## src/rtl/ctrl_pkg.sv

```systemverilog
// Shared types and opcode constants for the LEGv8 multicycle control FSM.
package ctrl_pkg;

  typedef enum logic [2:0] {FETCH, DECODE, EXEC, MEM, WB, BRANCH, EXC} state_t;
  typedef enum logic [2:0] {LD, ST, CB, R, BAD} opclass_t;

  localparam logic [10:0] OP_LDUR = 11'h7C2;
  localparam logic [10:0] OP_STUR = 11'h7C0;
  localparam logic [10:0] OP_ADD  = 11'h458;
  localparam logic [10:0] OP_SUB  = 11'h658;
  localparam logic [10:0] OP_AND  = 11'h450;
  localparam logic [10:0] OP_ORR  = 11'h550;
  // CBZ only fixes Op[10:3]; the low three bits belong to the immediate.
  localparam logic [7:0]  OP_CBZ_HI = 8'hB4;

endpackage

```

## src/rtl/opclass_dec.sv

```systemverilog
// Combinational opcode classifier: IR[31:21] -> opclass_t.
module opclass_dec
  import ctrl_pkg::*;
(
  input  logic [10:0] Op,
  output opclass_t    opclass_o
);

  always_comb begin
    opclass_o = BAD;
    if (Op == OP_LDUR)                 opclass_o = LD;
    else if (Op == OP_STUR)            opclass_o = ST;
    else if (Op[10:3] == OP_CBZ_HI)    opclass_o = CB;
    else if (Op == OP_ADD || Op == OP_SUB ||
             Op == OP_AND || Op == OP_ORR) opclass_o = R;
  end

endmodule

```

## src/rtl/multicycle_ctrl.sv

```systemverilog
// Multicycle LEGv8 control FSM: state/opclass registers, output decode and
// retired-instruction counter, stalling FETCH/MEM on mem_ready.
module multicycle_ctrl
  import ctrl_pkg::*;
(
  input  logic        clk,
  input  logic        reset_n,
  input  logic [10:0] Op,
  input  logic        mem_ready,
  output logic        Reg2Loc,
  output logic        ALUSrc,
  output logic        MemtoReg,
  output logic        RegWrite,
  output logic        MemRead,
  output logic        MemWrite,
  output logic        Branch,
  output logic [1:0]  ALUOp,
  output logic        IRWrite,
  output logic        PCWrite,
  output logic        IorD,
  output logic        exc,
  output logic [31:0] instret
);

  state_t      state_q, state_d;
  opclass_t    opclass_q, dec_class;
  logic [31:0] instret_q, instret_d;

  opclass_dec u_dec (.Op(Op), .opclass_o(dec_class));

  always_comb begin
    state_d   = state_q;
    instret_d = instret_q;
    case (state_q)
      FETCH:  if (mem_ready) state_d = DECODE;
      DECODE: case (dec_class)
                LD, ST, R: state_d = EXEC;
                CB:        state_d = BRANCH;
                default:   state_d = EXC;
              endcase
      EXEC:   state_d = (opclass_q == R) ? WB : MEM;
      MEM:    if (mem_ready) state_d = (opclass_q == ST) ? FETCH : WB;
      default: state_d = FETCH;
    endcase
    // Retire on every path back to FETCH except the exception path.
    if (state_q == WB || state_q == BRANCH ||
        (state_q == MEM && opclass_q == ST && mem_ready))
      instret_d = instret_q + 32'd1;
  end

  always_ff @(posedge clk) begin
    if (!reset_n) begin
      state_q   <= FETCH;
      opclass_q <= BAD;
      instret_q <= '0;
    end else begin
      state_q   <= state_d;
      instret_q <= instret_d;
      if (state_q == DECODE) opclass_q <= dec_class;
    end
  end

  // Outputs are held low while reset_n is low so no memory cycle leaks out.
  always_comb begin
    Reg2Loc  = 1'b0;
    ALUSrc   = 1'b0;
    MemtoReg = 1'b0;
    RegWrite = 1'b0;
    MemRead  = 1'b0;
    MemWrite = 1'b0;
    Branch   = 1'b0;
    ALUOp    = 2'b00;
    IRWrite  = 1'b0;
    PCWrite  = 1'b0;
    IorD     = 1'b0;
    exc      = 1'b0;
    if (reset_n) begin
      case (state_q)
        FETCH: begin
          MemRead = 1'b1;
          IRWrite = mem_ready;
          PCWrite = mem_ready;
        end
        DECODE: Reg2Loc = (dec_class == ST) || (dec_class == CB);
        EXEC: begin
          if (opclass_q == R) begin
            ALUOp = 2'b10;
          end else begin
            ALUSrc  = 1'b1;
            Reg2Loc = (opclass_q == ST);
          end
        end
        MEM: begin
          IorD   = 1'b1;
          ALUSrc = 1'b1;
          if (opclass_q == ST) begin
            MemWrite = 1'b1;
            Reg2Loc  = 1'b1;
          end else begin
            MemRead = 1'b1;
          end
        end
        WB: begin
          RegWrite = 1'b1;
          if (opclass_q == R) ALUOp = 2'b10;
          else                MemtoReg = 1'b1;
        end
        BRANCH: begin
          Branch  = 1'b1;
          ALUOp   = 2'b01;
          Reg2Loc = 1'b1;
        end
        EXC:     exc = 1'b1;
        default: ;
      endcase
    end
  end

  assign instret = instret_q;

endmodule

```

## config.mk

```make
export PLATFORM = sky130hd
export DESIGN_NAME = multicycle_ctrl
export DESIGN_NICKNAME = d
export VERILOG_FILES = /design/src/rtl/ctrl_pkg.sv /design/src/rtl/opclass_dec.sv /design/src/rtl/multicycle_ctrl.sv
export SDC_FILE = /design/constraint.sdc
export NUM_CORES = 1
export LEC_CHECK = 0
export ABC_AREA = 1
export CORE_MARGIN = 2
export CORE_UTILIZATION = 52
export DETAILED_ROUTE_END_ITERATION = 16
export GPL_ROUTABILITY_DRIVEN = 0
export HOLD_SLACK_MARGIN = 0.08
export PLACE_DENSITY_LB_ADDON = 0.25
export SYNTH_ARGS = -nofsm -noshare
export SYNTH_HDL_FRONTEND = slang
export SYNTH_SLANG_ARGS = --single-unit
```

## constraint.sdc

```tcl
create_clock -name clk -period 2.2 [get_ports clk]
set_clock_uncertainty 0.2 [all_clocks]
set_input_delay 0.22 -clock clk [delete_from_list [all_inputs] [get_ports clk]]
set_output_delay 0.22 -clock clk [all_outputs]
set_load 0.005 [all_outputs]
```

Word-level counts from Yosys, hierarchy flattened

Index checks and enable logic that the tools add are counted.

Add/subtract/negate cells: 1
Reduce and logical (&&, ||, !) cells: 13
Mux-type cells: 37
Equality and inequality tests: 20

Operators by type and width:

| cell                  | number |
|---|---|
| $eq 11x11->1 const B  | 6 |
| $add 32x1->32 const B | 1 |
| $mux 3                | 8 |
| $mux 1                | 21 |
| $eq 3x2->1 const B    | 5 |
| $pmux 3 s4            | 1 |
| $eq 3x1->1 const B    | 3 |
| $eq 3x3->1 const B    | 3 |
| $eq 8x8->1 const B    | 1 |
| $logic_not 3->1       | 2 |
| $logic_or 1x1->1      | 6 |
| $pmux 3 s2            | 1 |
| $mux 2                | 2 |
| $ne 2x2->1 const B    | 2 |
| $pmux 1 s2            | 2 |
| $pmux 1 s4            | 1 |
| $pmux 2 s2            | 1 |
| $reduce_or 3->1       | 1 |
| $logic_and 1x1->1     | 2 |
| $reduce_and 2->1      | 1 |
| $reduce_or 2->1       | 1 |

Bits of input ports: 14
Register bits after elaboration: 38

Logic depth before layout (Yosys ltp)

Gate-level depths: netlist of the first run.

Word-level depth: 12
Mapped depth: 10
Depth with buffers taken out: 10

Modules after synthesis

A second synthesis of the first run with hierarchy kept.

Cells, all modules: 421
Area total of the unflattened synthesis: 2526.2 um^2

Modules (own cells, without submodules):

| module          | cells an instance | area an instance (um^2) | instances | sequential area each (um^2) |
|---|---|---|---|---|
| multicycle_ctrl | 379               | 2322.2                  | 1         | 760.7 |
| opclass_dec     | 42                | 203.9                   | 1         | 0.0 |

Least setup slack after synthesis of the first run

Ideal clock, no wire load.

Path type: flip-flop to flip-flop
Start: register instret_q[0], in the netlist instret[0]
End: register instret_q[16], in the netlist instret[16]
Cell stages (with the launch flop): 9
Period minus slack after synthesis: 1800 ps
Library setup time: 71 ps
Arrival time: 1529 ps
Buffers on the path: 0
Path slack: 400 ps
Path through: dfxtp_1 -> ha_1 -> inv_2 -> nor2_1 -> nand2_1 -> nor2_1 -> xor2_1 -> nand2_2 -> a21oi_2

Word-level cells in the longest chain between the ends: 1

Ends and longest elaborated chain:

| item                   | RTL line              | source |
|---|---|---|
| from (decl)            | multicycle_ctrl.sv:27 | `logic [31:0] instret_q, instret_d;` |
| from (signal assigned) | multicycle_ctrl.sv:58 | `instret_q <= instret_d;` |
| $add 32x1->32          | multicycle_ctrl.sv:48 | `instret_d = instret_q + 32'd1;` |

Every way passes these cells.
A chain may end at the register's enable or synchronous reset.

Worst setup path after layout of the first run

Start: register state_q[2]
End: output ALUSrc

Word-level cells in the longest chain between the ends: 3
Elaborated cells between the ends (all ways): 4
Those cells by class: eq/ne: 2; mux: 2

Ends and longest elaborated chain:

| item                   | RTL line              | source |
|---|---|---|
| from (decl)            | multicycle_ctrl.sv:25 | `state_t state_q, state_d;` |
| from (signal assigned) | multicycle_ctrl.sv:57 | `state_q <= state_d;` |
| $eq 3x2->1             | multicycle_ctrl.sv:78 | `case (state_q)` |
| $pmux 1 s2 (*)         | multicycle_ctrl.sv:78 |  |
| $mux 1 (*)             | multicycle_ctrl.sv:77 | `if (reset_n) begin` |
| to (decl)              | multicycle_ctrl.sv:11 | `output logic ALUSrc,` |

Every way passes the cells marked *; elsewhere a longest branch is shown, timed or not.

==> results.md, run 1 <==
* Commonest register cell after synthesis: dfxtp_1
* Post-synth EDFFs at 0
* Seq/Total Area, Yosys at 0.2696
* CP Capture Type: output pin
* Vias in the first global route at 2829
* Final worst-path cycle share at 0.9401
* Number of synthesized register bits at 38
* Area contributors post-synth: dfxtp_1 (27%), nand2_1 (20%), nor2_1 (9.2%), a21oi_2 (9.0%), nand2_2 (6.2%)
* Adder-cell share of the synthesized area at 0.004435
* Root buffer cell: clkbuf_8
* Yosys warnings at 0
* Top Ports at 59
* Chip Width at between 70 and 80 um
* Drt wl/cell at 12.15 um
* Area leader, netlist: dfxtp_1
* Area growth, synth to finish at 29.53%
* GR Layer Usage met3 at 0.05233
* Synth top area share at 0.2696
* Flop-to-flop setup slack at around 340 ps
* RSZ-0062 raised after global routing: false
* Initial DRC Count at roughly 230
* Max Transition Viols Final at 0
* Most Used Layer, Global Route: met2
* Leak Pwr at 0.001334 uW
* Rows at 26
* Crit Path Category: flop to output pin
* Yosys cell types at 30
* Clock latency at the later pin of the worst-skew pair at roughly 300 ps
* Mapped cell area at approximately 0.0028 sq mm
* Detail Placement HPWL at about 5.7 mm
* Clock transition at path regs at ~60 ps
* CP required at 1780 ps
* Largest net degree at the start of global routing at 28
* Synthesized area per cell at around 6.2 sq um
* Asr flop ratio synth at 0
* Share of cells above drive strength 1 at 0.2114
* Max VDD drop at 0.0002920 V
* Initial antenna violation count at 0
* Vias at 3096
* Mux share of post-synthesis cell area at 0
* Die Y at 77.66 um
* Starting density of the core at 0.5455
* Peak Freq at 0.4835 GHz
* Post-route ant nets at 0
* DRC at 0
* Relative slew slack at 0.7046
* DRT Wirelength at between 7 and 8 mm
* H-tree Lvls at 2
* Clock Path Buffers at 2
* Port buffer count at 58
* Worst-case reg-to-reg path depth at 8
* Final hold vios at 0
* Pwr dens at between 500 and 600 mW/mm^2
* GR Util met1 at 0.3278
* Post-Synth Simple-Gate Area at 0.4670
* Actual slew at the worst max-slew pin at roughly 440 ps
* Total die area at 0.006031 sq mm
* Post-Synth XOR/XNOR Area at 0.03370
* Clock sink count at 38
* Run status: completed
* Startpoint types: flop
* Tot GR Track Use at 0.2515
* Worst-path maximum fanout at 6
* Global-route track usage on met2 at 0.4069
* Number of CTS-inserted buffers at 5
* Fin crit period at 2068 ps
* Final-report setup violation count at 0
* Number of diodes at 0
* Fin nets at approximately 540
* Cell count after placement at ~590
* WP data arrival at 1650 ps
* WHS Path Cells at 2
* Largest family of logic cells by synthesized area: simple AND/OR/NAND/NOR gates
* First-pass GRT wire length at around 12 mm
* Synth Instances at about 450
* Drt pass-1 iters at 5
* Grt ovf at 0
* Util after Layout at 0.7066
* Core area at approximately 0.0052 sq mm
* Final std cells w/o fill at about 600
* Fraction of the mapped netlist area in compound gates at 0.1259
* Vias per cell at 5.203
* Max-cap violations at 0
* Synth Net Count at around 470
* Worst Hold Class: flop to flop
* CTS tree: done
what timing repair did:
action,in CTS,in global routing
endpoints found under the setup margin,3,6
hold buffers,0,0
cloned,0,0
pin swaps,0,3
hold endpoints to repair,0,0
buffers inserted,0,1
gates resized for setup,7,9
power breakdown:
part           switching (uW)  leakage [uW]  total (uW)  internal, uW
combinational             354      0.000969         591           237
sequential               44.8      0.000308         774           729
clock                     245     0.0000575         562           316
stage by stage:
stage	hold WS (ps)	power, uW	TNS (ps)	cell area (sq um)	setup WS, ps
finish	273.4	1926	0	3655	131.7
global route	294.4	2035	0	3655	10.96
CTS	273.5	1904	-53.13	3623	-53.13
detailed placement	262.6	1342	-180.7	3495	-180.7
global placement	252.8	1330	-94.82	3495	-94.82
floorplan	202.5	1178	0	2821	400.0
cell usage after synthesis, types with 3 or more instances:
| cell | count |
|---|---|
| a21oi_1 | 9 |
| a21oi_2 | 29 |
| buf_12 | 4 |
| buf_2 | 4 |
| buf_4 | 3 |
| dfxtp_1 | 38 |
| inv_1 | 35 |
| inv_2 | 4 |
| nand2_1 | 154 |
| nand2_2 | 28 |
| nand3_1 | 27 |
| nor2_1 | 69 |
| nor2_2 | 7 |
| nor2_4 | 3 |
| nor3_1 | 10 |
| o21ai_0 | 7 |
| xor2_1 | 7 |
metal layers:
metal | vias to the layer above | wire, um
li1 | 1560 | -
met1 | 1418 | 3272
met2 | 102 | 3407
met3 | 16 | 416
met4 | 0 | 133
met5 | - | 0
cells in the final DEF, fill, tap and decap left out, types with 8 or more instances in the layout:
master	Yosys	final
clkbuf_8	0	8
nor2_1	69	67
nor2_2	7	9
a21oi_2	29	29
dfxtp_1	38	35
buf_4	3	19
a21oi_1	9	9
clkdlybuf4s50_1	0	54
nand2_2	28	29
inv_1	35	35
nand3_1	27	27
nand2_1	154	153
sequential cells by signal (all words and copies together), names as in the netlist:
register / count
instret: 32
opclass_q: 3
state_q: 3
area by class of cell:
type                            instances  area (sq um)
Clock buffer                            8         110.1
Inverter                               40         150.1
Fill cell                             452          1518
Tap cell                               70         87.58
Sequential cell                        38         764.5
Timing Repair Buffer                   77         729.5
Multi-Input combinational cell        362          1813
kinds of logic after synthesis:
group / Yosys count
adder cells (fa/ha/maj): 1
AND/OR/NAND/NOR: 303
XOR/XNOR: 10
AO/OA/AOI/OAI: 48
flip-flops: 38
buffers and inverters: 53
worst max-delay path, stage by stage (launching register included):
cell             delay (ps)
dfxtp_2                 360
nor2_4                  170
nand2_2                  90
nor2_2                  110
nor2_1                   50
nor2_1                   70
clkdlybuf4s50_1         500
worst paths after layout:
kind | start | to
setup / recovery | state_q[2] | ALUSrc
hold / removal | opclass_q[1] | opclass_q[1]
setup reg to reg | instret[0] | instret[16]
hold reg to reg | opclass_q[1] | opclass_q[1]
No activity file was read; power rests on OpenSTA's default activity.
==> run 2, diff against run 1 <==
- CORE_UTILIZATION: 52 -> 27
- CTS_CLUSTER_SIZE: default -> 10
- HOLD_SLACK_MARGIN: 0.08 -> 0.02
==> run 2 against run 1 <==
Net effect: die area rose by 87%; global-route usage fell by 11 points; hold slack got worse by 76 ps; sequential share of layout area fell by 0.69 points; clock power fell by 16%; critical path depth rose by 1; count of clock-buffer cells in the layout fell by 2; worst setup slack got worse by 80 ps; routed wire length rose by 6.8%; largest cell class unchanged; largest power group unchanged.
==> results.md, run 2 (synthesis gave the netlist of run 1 again) <==
* Starting density of the core at 0.2758
* Number of CTS-inserted buffers at 5
* Rows at 37
* Final worst-path cycle share at 0.9763
* CP bufs+invs at 2
* Vias in the first global route at ~2800
* Net Switching at about 640 uW
* Cell area after placement at approximately 0.0036 sq mm
* CP Depth at 7
* Vias per cell at approximately 4.5
* Vias at slightly below 3000
* Leak Pwr at around 0.0013 uW
* CP required at about 1800 ps
* Startpoint types: flop
* Clock latency at the later pin of the worst-skew pair at 290 ps
* Setup TNS Final at 0 ps
* Total die area at ~0.011 sq mm
* Crit path launch: state_q[1]
* Die Y at about 110 um
* Clock Path Buffers at 2
* Fin crit period at about 2100 ps
* Final hold vios at 0
* Cell area after layout at ~0.0038 sq mm
* Crit Path Category: flop to output pin
* Final-report setup violation count at 0
* Chip Width at approximately 110 um
* CP Capture Type: output pin
* Tot GR Track Use at 0.1442
* Crit path to: ALUSrc
* CTS tree: done
* Core area at about 0.01 sq mm
* CP delay by family, top: buffers and inverters
* Largest net degree at the start of global routing at 28
* Flop-to-flop setup slack at 300 ps
* Drt wl/cell at around 12 um
* Run status: completed
* Actual slew at the worst max-slew pin at ~440 ps
* Max VDD drop at roughly 0.00019 V
* Max FFs per register at 32
* Initial antenna violation count at 0
* Combinational Power Share at 0.337
* Util after Layout at 0.3688
* Hold buffers post-CTS at 0
* Max stage delay on crit path at 500 ps
* Peak Freq at ~0.47 GHz
* Worst reg2reg endpoint: instret[24]
* Top Ports at between 50 and 60
* Crit-path cells: inv_2, nor2_4, nand2_2, nor2_4, nor2_1, nor2_1, clkdlybuf4s50_1
* Clk network pwr share at 0.254
* Worst-path maximum fanout at 3
* Max-cap violations at 0
* Max Transition Viols Final at 0
* Grt ovf at 0
* Number of diodes at 0
* First-pass GRT wire length at roughly 13 mm
* Detail Placement HPWL at around 6.2 mm
* Root buffer cell: clkbuf_8
* Fin nets at roughly 540
* Pwr dens at 495.1 mW/mm^2
* Most common cell after layout, fill and taps aside: nand2_1
* WP data arrival at 1730 ps
* Area growth, synth to finish at 33.75%
* Worst-case reg-to-reg path depth at 10
* Clock sink count at 38
* Seq pwr share at 0.409
* Share of cells above drive strength 1 at 0.2254
* H-tree Lvls at 2
* Switching share of total power at 0.3432
* Drt pass-1 iters at 4
* Commonest non-fill, non-tap cells in the layout: nand2_1 (151), nor2_1 (65), clkdlybuf4s50_1 (53)
* Internal power at approximately 1200 uW
* CP max stage cell: clkdlybuf4s50_1
* Relative slew slack at 0.7033
* Port buffer count at 58
* Reg2reg start: instret[1]
* DRT Wirelength at 7.723 mm
* Worst Hold Class: input port to flop
* Worst hold slack at about 200 ps
* Clock transition at path regs at ~70 ps
* Post-route ant nets at 0
* DRC at 0
* Initial DRC Count at approximately 100
-- run 2: changes by cell type in the layout (fill, tap and decap cells not counted), sizes merged --
cell / before / now
inv: 39 / 38
dlymetal6s2s: 3 / 4
clkbuf: 8 / 6
clkinvlp: 0 / 1
clkdlybuf4s50: 54 / 53
buf: 19 / 24
-- run 2: worst min-delay path: stages --
cell and delay [ps]:
dlymetal6s2s_1 150, buf_4 180, nand2_1 60, nor2_1 30
-- run 2: through the flow --
step	cells	total power [uW]	setup WS, ps
finish	664	1868	52.14
global route	664	1982	-8.125
CTS	660	1851	-7.858
detailed placement	654	1356	-159.0
global placement	654	1351	-109.7
floorplan	453	1178	400.0
-- run 2: how the worst min path moves through the flow --
stage | slack, ps | end | depth (start not counted) | startpoint
floorplan | 200 | state_q[0] | 3 | mem_ready
global placement | 250 | opclass_q[1] | 2 | opclass_q[1]
detailed placement | 260 | opclass_q[0] | 2 | opclass_q[0]
CTS | 270 | opclass_q[0] | 2 | opclass_q[0]
global route | 230 | instret[8] | 4 | reset_n
finish | 200 | instret[7] | 4 | reset_n
-- run 2: layer usage --
metal / part of all wire / global-route usage
met2: 0.47 / 0.2550
met5: 0 / 0
met1: 0.47 / 0.1782
met3: 0.044 / 0.02575
met4: 0.017 / 0.04135
-- run 2: area by class of cell --
type	instances	area (sq um)
Tap cell	136	170.2
Fill cell	1084	6457
Multi-Input combinational cell	362	1834
Inverter	40	153.9
Timing Repair Buffer	82	769.5
Sequential cell	38	763.2
Clock buffer	6	82.58
-- run 2: power groups by stage --
stage                     Clock, uW  Sequential [uW]  Combinational [uW]
after floorplan                   0              783                 395
after global placement            0              771                 580
after detailed placement          0              772                 584
after CTS                       493              761                 598
after global routing            521              770                 691
final                           474              765                 629
-- run 2: timing repair --
| action | CTS | global route |
|---|---|---|
| endpoints found under the setup margin | 5 | 8 |
| buffers inserted | 0 | 4 |
| pin swaps | 1 | 2 |
| gates resized for setup | 9 | 14 |
==> run 3, diff against run 2 <==
- PLACE_DENSITY: default -> 0.48
- PLACE_DENSITY_LB_ADDON: 0.25 -> default
==> run 3 against run 2 <==
Net effect: first-iteration DRC count grew 13%; worst setup slack gained 58 ps; routed wire length grew 4.2%; count of clock-buffer cells in the layout is the same; final cell count shrank 0.15%; clock power grew 32%; design area is essentially flat; maximum frequency grew 2.8%; critical path depth shrank 3; sequential share of layout area is essentially flat; hold slack gained 79 ps; combinational power grew 1%; critical endpoint is now IRWrite; largest power group unchanged.
==> results.md, run 3 (synthesis gave the netlist of run 1 again) <==
* Run status: completed
* Tot GR Track Use at 0.1442
* Clock latency at the later pin of the worst-skew pair at around 290 ps
* Final worst-path cycle share at 0.9500
* CP required at 1780 ps
* CP Capture Type: output pin
* Drt pass-1 iters at 4
* Commonest non-fill, non-tap cells in the layout: nand2_1 (153), nor2_1 (67), clkdlybuf4s50_1 (54)
* Rows at 37
* Final worst slack at 109.9 ps
* Actual slew at the worst max-slew pin at 480.5 ps
* First-pass GRT wire length at ~13 mm
* Worst Hold Class: flop to flop
* CTS tree: done
* Startpoint types: input port
* Max-cap violations at 0
* Initial antenna violation count at 0
* Clock sink count at 38
* Port buffer count at a little under 60
* Final hold vios at 0
* Clock transition at path regs at 80 ps
* Setup TNS Final at 0 ps
* Initial DRC Count at approximately 120
* Detail Placement HPWL at 6.400 mm
* Util after Layout at 0.3685
* DRT Wirelength at ~8.0 mm
* Max Transition Viols Final at 0
* Total die area at between 0.01 and 0.015 sq mm
* H-tree Lvls at 2
* Fillers at ~1100
* Worst hold slack at 276.6 ps
* Root buffer cell: clkbuf_8
* Vias in the first global route at 2760
* Fin crit period at about 2100 ps
* WP data arrival at about 1700 ps
* Share of cells above drive strength 1 at 0.2144
* Starting density of the core at 0.2758
* RSZ-0062 raised after global routing: false
* Worst-path maximum fanout at 11
* Number of diodes at 0
* Largest net degree at the start of global routing at 28
* Vias at about 2900
* DRC at 0
* Vias per cell at 4.425
* Die Y at approximately 110 um
* Most common cell after layout, fill and taps aside: nand2_1
* Pwr dens at about 540 mW/mm^2
* Final-report setup violation count at 0
* Leak Pwr at between 0.001 and 0.0015 uW
* Peak Freq at 0.4784 GHz
* Grt ovf at 0
* Crit Path Category: input port to output pin
* Top Ports at slightly below 60
* Chip Width at 106.2 um
* Number of CTS-inserted buffers at 5
* Max VDD drop at about 0.00026 V
* Post-route ant nets at 0
* Dpl ws at -176.4 ps
* Relative slew slack at 0.6792
* Fin nets at roughly 540
* Drt wl/cell at between 10 and 15 um
* Core area at roughly 0.010 sq mm
* Max FFs per register at 32
* Clock Path Buffers at 2
* Hold buffers post-CTS at 0
* Area growth, synth to finish at 33.61%
[run 3: cell count changes in the layout (fill, tap and decap cells not counted), sizes merged]
| cell | before | now |
|---|---|---|
| clkinvlp | 1 | 0 |
| buf | 24 | 22 |
| inv | 38 | 39 |
| clkdlybuf4s50 | 53 | 54 |
| dlymetal6s2s | 4 | 3 |
| bufinv | 0 | 1 |
[run 3: through the flow]
step | cell area [sq um] | total power, uW | cells
after detailed placement | 3592 | 1372 | 654
after global placement | 3592 | 1375 | 654
final | 3770 | 2020 | 663
after floorplan | 2821 | 1178 | 453
after CTS | 3726 | 2001 | 661
after global routing | 3770 | 2133 | 663
[run 3: report_power, final]
part           switching, uW  internal, uW
Clock                    260           363
Sequential              35.3           726
Combinational            377           259
[run 3: area by class of cell]
type / count / area, sq um / share of cell area
sequential: 38 / 763.2 / 0.2025
clock buffer: 6 / 82.58 / 0.02191
tap: 136 / 170.2 / 0.04514
clock inverter: 1 / 30.03 / 0.007965
multi-input combinational: 362 / 1822 / 0.4832
inverter: 40 / 150.1 / 0.03983
timing repair buffer: 80 / 752.0 / 0.1995
[run 3: worst paths after layout]
kind                                    from            to  slack, ps  cells after the start
worst max-delay path                 reset_n       IRWrite        110                      4
worst max register to register    instret[0]   instret[24]        280                     10
worst min register to register  opclass_q[0]  opclass_q[0]        280                      2
worst min-delay path            opclass_q[0]  opclass_q[0]        280                      2
[run 3: routing by layer]
| metal | vias up | GRT usage | wire, um |
|---|---|---|---|
| li1 | 1565 | - | - |
| met1 | 1284 | 0.1925 | 3966 |
| met2 | 78 | 0.2358 | 3526 |
| met3 | 7 | 0.02759 | 456 |
| met4 | 0 | 0.04229 | 99 |
| met5 | - | 0 | 0 |
[run 3: worst max-delay path: stages]
cell,delay (ps)
clkdlybuf4s50_1,480
inv_1,190
nor3_2,250
clkdlybuf4s50_1,530
[run 3: timing repair]
| action | 4_1_cts | 5_1_grt |
|---|---|---|
| endpoints found under the setup margin | 3 | 6 |
| setup buffers | 0 | 2 |
| resized for setup | 7 | 10 |
| pin swaps | 0 | 3 |
